## src/rtl/trivium_key_loader.sv

```systemverilog
// Byte-wise loader that drains key then IV bytes from a byte FIFO and
// presents them, MSB-first, as the Trivium key/IV with a one-cycle load pulse.
module trivium_key_loader #(
   parameter int KEY_BYTES = 10,
   parameter int IV_BYTES  = 10,
   parameter int TIMEOUT   = 4
) (
   input  logic                     clk,
   input  logic                     rst,
   input  logic                     start,
   input  logic [7:0]               fifo_dout,
   input  logic [1:0]               fifo_condition,
   input  logic                     fifo_read_stb,
   output logic                     fifo_read,
   output logic [8*KEY_BYTES-1:0]   key,
   output logic [8*IV_BYTES-1:0]    iv,
   output logic                     load,
   output logic                     busy,
   output logic                     error
);

   localparam int TOTAL = KEY_BYTES + IV_BYTES;
   localparam int ASM_W = 8 * TOTAL;
   localparam int IDX_W = $clog2(TOTAL + 1);
   localparam int TO_W  = $clog2(TIMEOUT + 1);

   typedef enum logic [2:0] {
      S_IDLE,
      S_ARM,
      S_REQ,
      S_WAIT,
      S_SETTLE,
      S_DONE
   } state_t;

   state_t             r_state;
   logic [ASM_W-1:0]   r_asm;
   logic [IDX_W-1:0]   r_idx;
   logic [TO_W-1:0]    r_to;

   always_ff @(posedge clk or posedge rst) begin
      if (rst) begin
         r_state   <= S_IDLE;
         r_asm     <= '0;
         r_idx     <= '0;
         r_to      <= '0;
         fifo_read <= 1'b0;
         key       <= '0;
         iv        <= '0;
         load      <= 1'b0;
         busy      <= 1'b0;
         error     <= 1'b0;
      end else begin
         load <= 1'b0;
         case (r_state)
            S_IDLE: begin
               if (start) begin
                  error   <= 1'b0;
                  r_idx   <= '0;
                  busy    <= 1'b1;
                  r_state <= S_ARM;
               end
            end
            // An empty FIFO parks the loader here with no timeout; the
            // partial assembly and byte index are kept.
            S_ARM: begin
               if (fifo_condition != 2'b00) begin
                  fifo_read <= 1'b1;
                  r_state   <= S_REQ;
               end
            end
            S_REQ: begin
               fifo_read <= 1'b0;
               r_to      <= '0;
               r_state   <= S_WAIT;
            end
            S_WAIT: begin
               if (fifo_read_stb) begin
                  r_asm   <= {r_asm[ASM_W-9:0], fifo_dout};
                  r_idx   <= r_idx + IDX_W'(1);
                  r_state <= S_SETTLE;
               end else if (r_to == TO_W'(TIMEOUT - 1)) begin
                  error   <= 1'b1;
                  busy    <= 1'b0;
                  r_state <= S_IDLE;
               end else begin
                  r_to <= r_to + TO_W'(1);
               end
            end
            // Dead cycle: the FIFO status lags its strobe, so the next
            // request must not be issued until the condition has caught up.
            S_SETTLE: begin
               r_state <= (r_idx == IDX_W'(TOTAL)) ? S_DONE : S_ARM;
            end
            S_DONE: begin
               key     <= r_asm[ASM_W-1 -: 8*KEY_BYTES];
               iv      <= r_asm[8*IV_BYTES-1:0];
               load    <= 1'b1;
               busy    <= 1'b0;
               r_state <= S_IDLE;
            end
            default: r_state <= S_IDLE;
         endcase
      end
   end

endmodule

```

## config.mk

```make
export PLATFORM = sky130hd
export DESIGN_NAME = trivium_key_loader
export DESIGN_NICKNAME = d
export VERILOG_FILES = /design/src/rtl/trivium_key_loader.sv
export SDC_FILE = /design/constraint.sdc
export NUM_CORES = 1
export LEC_CHECK = 0
export BUFFER_PORTS_ARGS = -buffer_cell sky130_fd_sc_hd__buf_4
export CAP_MARGIN = 15
export CELL_PAD_IN_SITES_DETAIL_PLACEMENT = 0
export CELL_PAD_IN_SITES_GLOBAL_PLACEMENT = 1
export CORE_ASPECT_RATIO = 1.25
export CORE_MARGIN = 10
export CORE_UTILIZATION = 49
export DETAILED_ROUTE_END_ITERATION = 12
export PLACE_DENSITY_LB_ADDON = 0.1
export RECOVER_POWER = 25
export SLEW_MARGIN = 20
export SYNTH_ARGS = -nofsm -noshare
export SYNTH_HDL_FRONTEND = slang
export SYNTH_SLANG_ARGS = --single-unit
```

## constraint.sdc

```tcl
create_clock -name clk -period 14.7 [get_ports clk]
set_input_delay 2.94 -clock clk [delete_from_list [all_inputs] [get_ports clk]]
set_output_delay 2.94 -clock clk [all_outputs]
set_load 0.01 [all_outputs]
```

==> results summary <==
In the post-route analysis, the smallest setup slack over all paths is 6.76 ns. Setup repair after global routing left no endpoint under its margin. The area used by sequential logic in the layout is 8380 sq um.

After floorplanning, the core was divided into between 60 and 70 placement rows. The count of placed standard cells in the final layout, fillers left out came out at 1307. The routability-driven placement congestion ratio is between 0.7 and 0.8. The DRC violation total after the first TritonRoute iteration came out at 273.

The worst hold path stage count came out at 1. The maximum fanout along the worst path came out at 76. Among all stages on the critical path, the largest delay is contributed by sky130_fd_sc_hd__clkbuf_1. Leaving out fill and tap cells, the most frequent cells in the layout are 335 x sky130_fd_sc_hd__dfrtp_1, 179 x sky130_fd_sc_hd__buf_4, 176 x sky130_fd_sc_hd__mux2_2. The final count of pins violating max slew is 269. The clock insertion delay at the later pin of the skew report came out at between 0.5 and 0.6 ns.

The remaining max-slew budget at the tightest pin is -240%. The final-report setup violation count is 0. Across the VDD grid, the largest voltage drop is 0.0990 mV. The nature of the critical path endpoint is a register. The final period demand of the worst path is 7.94 ns.

The top layer used by detailed routing is met4. The compound-cell area share of the yosys netlist came out at ~1.2%. The post-synthesis cell type count is 40. TritonCTS built the clock tree. The fmax is 126 MHz. The flip-flop and latch count after synthesis came out at 335. The average cell area after synthesis came out at approximately 18 sq um. The sequential cell area fraction in the yosys report came out at 62.7%.

Once the floorplan was initialized, standard cells occupied 49.7% of the core. The post-CTS setup buffer count is 0. The number of warnings printed during yosys synthesis is 0. The multi-input combinational cell area came out at about 4500 sq um. The final-layout fill cell count is 2093.

The instance count after placement with tap cells included came out at 1245. In this run the most critical hold path is launched from r_to[0]. The count of clock tree sinks is 335. The total inserted antenna cells is 0.

The final reports fail on capacitance limit, slew limit. The setup clock skew after layout is roughly 0.013 ns. The summed instance area of the synthesized netlist came out at 13400 sq um.

Walking the worst path, the cells encountered are nor2b_1, nand2_1, clkinvlp_2, clkbuf_1, mux2_2. The clock tree root driver cell is sky130_fd_sc_hd__clkbuf_16. The clock-pin transition on the worst setup and hold timing paths came out at 0.06 ns. At the worst endpoint, the arrival time is 8.37 ns. The routed length on met2 is 13.6 mm. The adder-cell area share of the yosys netlist is 0.374%. The die is between 150 and 200 um wide. The final antenna-violating net count came out at 0.

The standard cell core area came out at 26900 sq um. The delay of the slowest cell on the worst path is between 3 and 4 ns. For this run, design rule violations remaining after detail routing come to 0. The startpoint identified for the worst register-to-register timing path is r_state[2].

The total wire length came out at about 27 mm. Compared with the post-synthesis result, the final layout area differs by 18.8%. The overall fraction of global-route tracks in use came out at 15.2%.

The worst setup timing slack at the placement stage is 9.01 ns. The parity-gate share of the synthesized area counting xor and xnor cells is less than 1%. The largest net degree at the start of global routing came out at 118. The hold buffer count at cts is 0. The simple-gate area share of the yosys netlist is 1.09%.

Of the post-synthesis cell area, the part taken by muxes is 31.2%. Leaving out fill and tap cells, the most frequent cell in the layout is sky130_fd_sc_hd__dfrtp_1. The number of endpoints with negative hold slack in the final report came out at 0. The endpoint identified for the worst register-to-register timing path is iv[19]. The detailed-route wire length per cell came out at between 20 and 25 um.

Detailed placement finished with a half-perimeter wire length of 17.7 mm. The number of global-route vias before repair is between 7000 and 8000. In the routed layout, each cell is associated on average with a via count of 5.17. The launch point of the worst path is r_state[2].

Port buffering added about 180 buffers. The iteration count of the initial detailed-routing pass came out at 4. The worst path uses 54.0% of the clock period. The setup slack of the worst register-to-register path is 6.76 ns. The tool flagged a number of max-cap violations equal to 3. In this run the deepest clock path goes through 3 buffers.

After technology mapping, the gate count stands at 756. For this design the ratio of total power to cell area is between 150 and 200 nW/um^2. The die covers between 30000 and 40000 sq um. The detailed-routed wire length on met3 is around 1.8 mm. STA classifies the critical path startpoint as a register. The path class of the tightest hold or removal check is reg2reg. The critical path data required time came out at 15.13 ns.

The net count after synthesis is between 700 and 800. The initial antenna violation count came out at 0. The critical path ends at iv[19]. The final core utilization is 59.1%. The level count of the clock H-tree is 2. Of the cells placed in the final design, the portion with a size suffix greater than 1 is 58.3%. The via count of the routed design is 6757. The depth of the most critical reg-to-reg path is 5. The critical setup path kind is reg2reg.

The total congestion overflow after global routing is 0. 178 I/O pins were placed. In this run, post-CTS repair resized a total of 0 instances.

TritonCTS created 35 clock buffers. At the pin with the least slew margin, the transition time is 5.07 ns. The aggregate negative setup slack came out at 0 ns.

The die height is 205 um. After detailed routing, the wire length on met1 is 10.6 mm. The wire length of the first global-routing pass is 42.7 mm. The final layout net count is around 960. The flow ran to the end, but the final reports show violations. The leakage power of the design is roughly 0.008 uW. After synthesis, the largest family of logic cells by area is multiplexers.
cell usage after synthesis, drive strengths merged:
master  number  share of area, %
nand2b       1             0.047
buf         38               3.1
a21boi       1             0.056
clkbuf       2             0.056
nor3         1             0.037
a211o        1             0.065
o32ai        1             0.065
nand2        4              0.17
nor3b        1             0.056
and3b        1             0.065
o22a         1             0.065
nor2b        3              0.20
o2111a       1             0.084
or2          1             0.047
xnor2        2              0.13
nor2         5              0.14
o21ai        3              0.11
a311oi       1             0.065
ha           4              0.37
a22o         4              0.26
mux2       321                31
a21bo        1             0.075
dfrtp      335                63
and4b        1             0.075
nor4         1             0.047
inv          7              0.22
mux2i        1             0.075
a21oi        5              0.19
o41ai        1             0.065
o31ai        1             0.056
a21o         1             0.056
nand3        4              0.15
nor4b        1             0.065
critical path: cells and delay by family (launching register included):
kind          cells  cell delay (ns)
simple gates      2             2.05
flops             1             0.49
mux               1             0.61
buf+inv           2             4.65
cell type report:
class	count	share of cell area, %
repair buffers	185	8.82
flip-flops and latches	335	52.7
inverters	7	0.181
clock buffers	49	6.22
multi-input cells	374	28.5
clock inverters	12	0.811
well taps	345	2.72
state kept, by name, summed over array words and instances (netlist names):
name,flops
r_asm,160
iv,80
key,80
r_idx,5
r_state,3
r_to,3
busy,1
error,1
fifo_read,1
load,1
kinds of logic after synthesis:
kind of cell | after synthesis
compound gates | 22
xor+xnor | 2
fa+ha+maj | 4
buf+inv | 47
flops | 335
mux | 322
simple gates | 24
routing by layer:
metal / global-route usage [%] / vias up
li1: - / 3039
met1: 18.0 / 3537
met2: 25.9 / 149
met3: 4.91 / 32
met4: 4.08 / 0
met5: 0 / -
stage by stage:
step,cell area [sq um],hold WS [ns],total power (uW)
after global placement,14800,0.476,1740
after global routing,15900,0.514,2730
after detailed placement,14800,0.492,1760
final,15900,0.506,2600
after floorplan,13400,0.445,1590
after CTS,15900,0.507,2630
how the worst min path moves through the flow:
stage                       to  slack [ns]
floorplan              r_to[0]        0.45
detailed placement  r_asm[152]        0.49
global route           key[67]        0.51
CTS                    r_to[0]        0.51
global placement       r_to[0]        0.48
finish                 r_to[0]        0.51
power by group:
| group | switching (uW) | internal [uW] |
|---|---|---|
| clock | 350 | 507 |
| sequential | 125 | 1070 |
| combinational | 214 | 327 |
(Power assumes the default switching activity.)
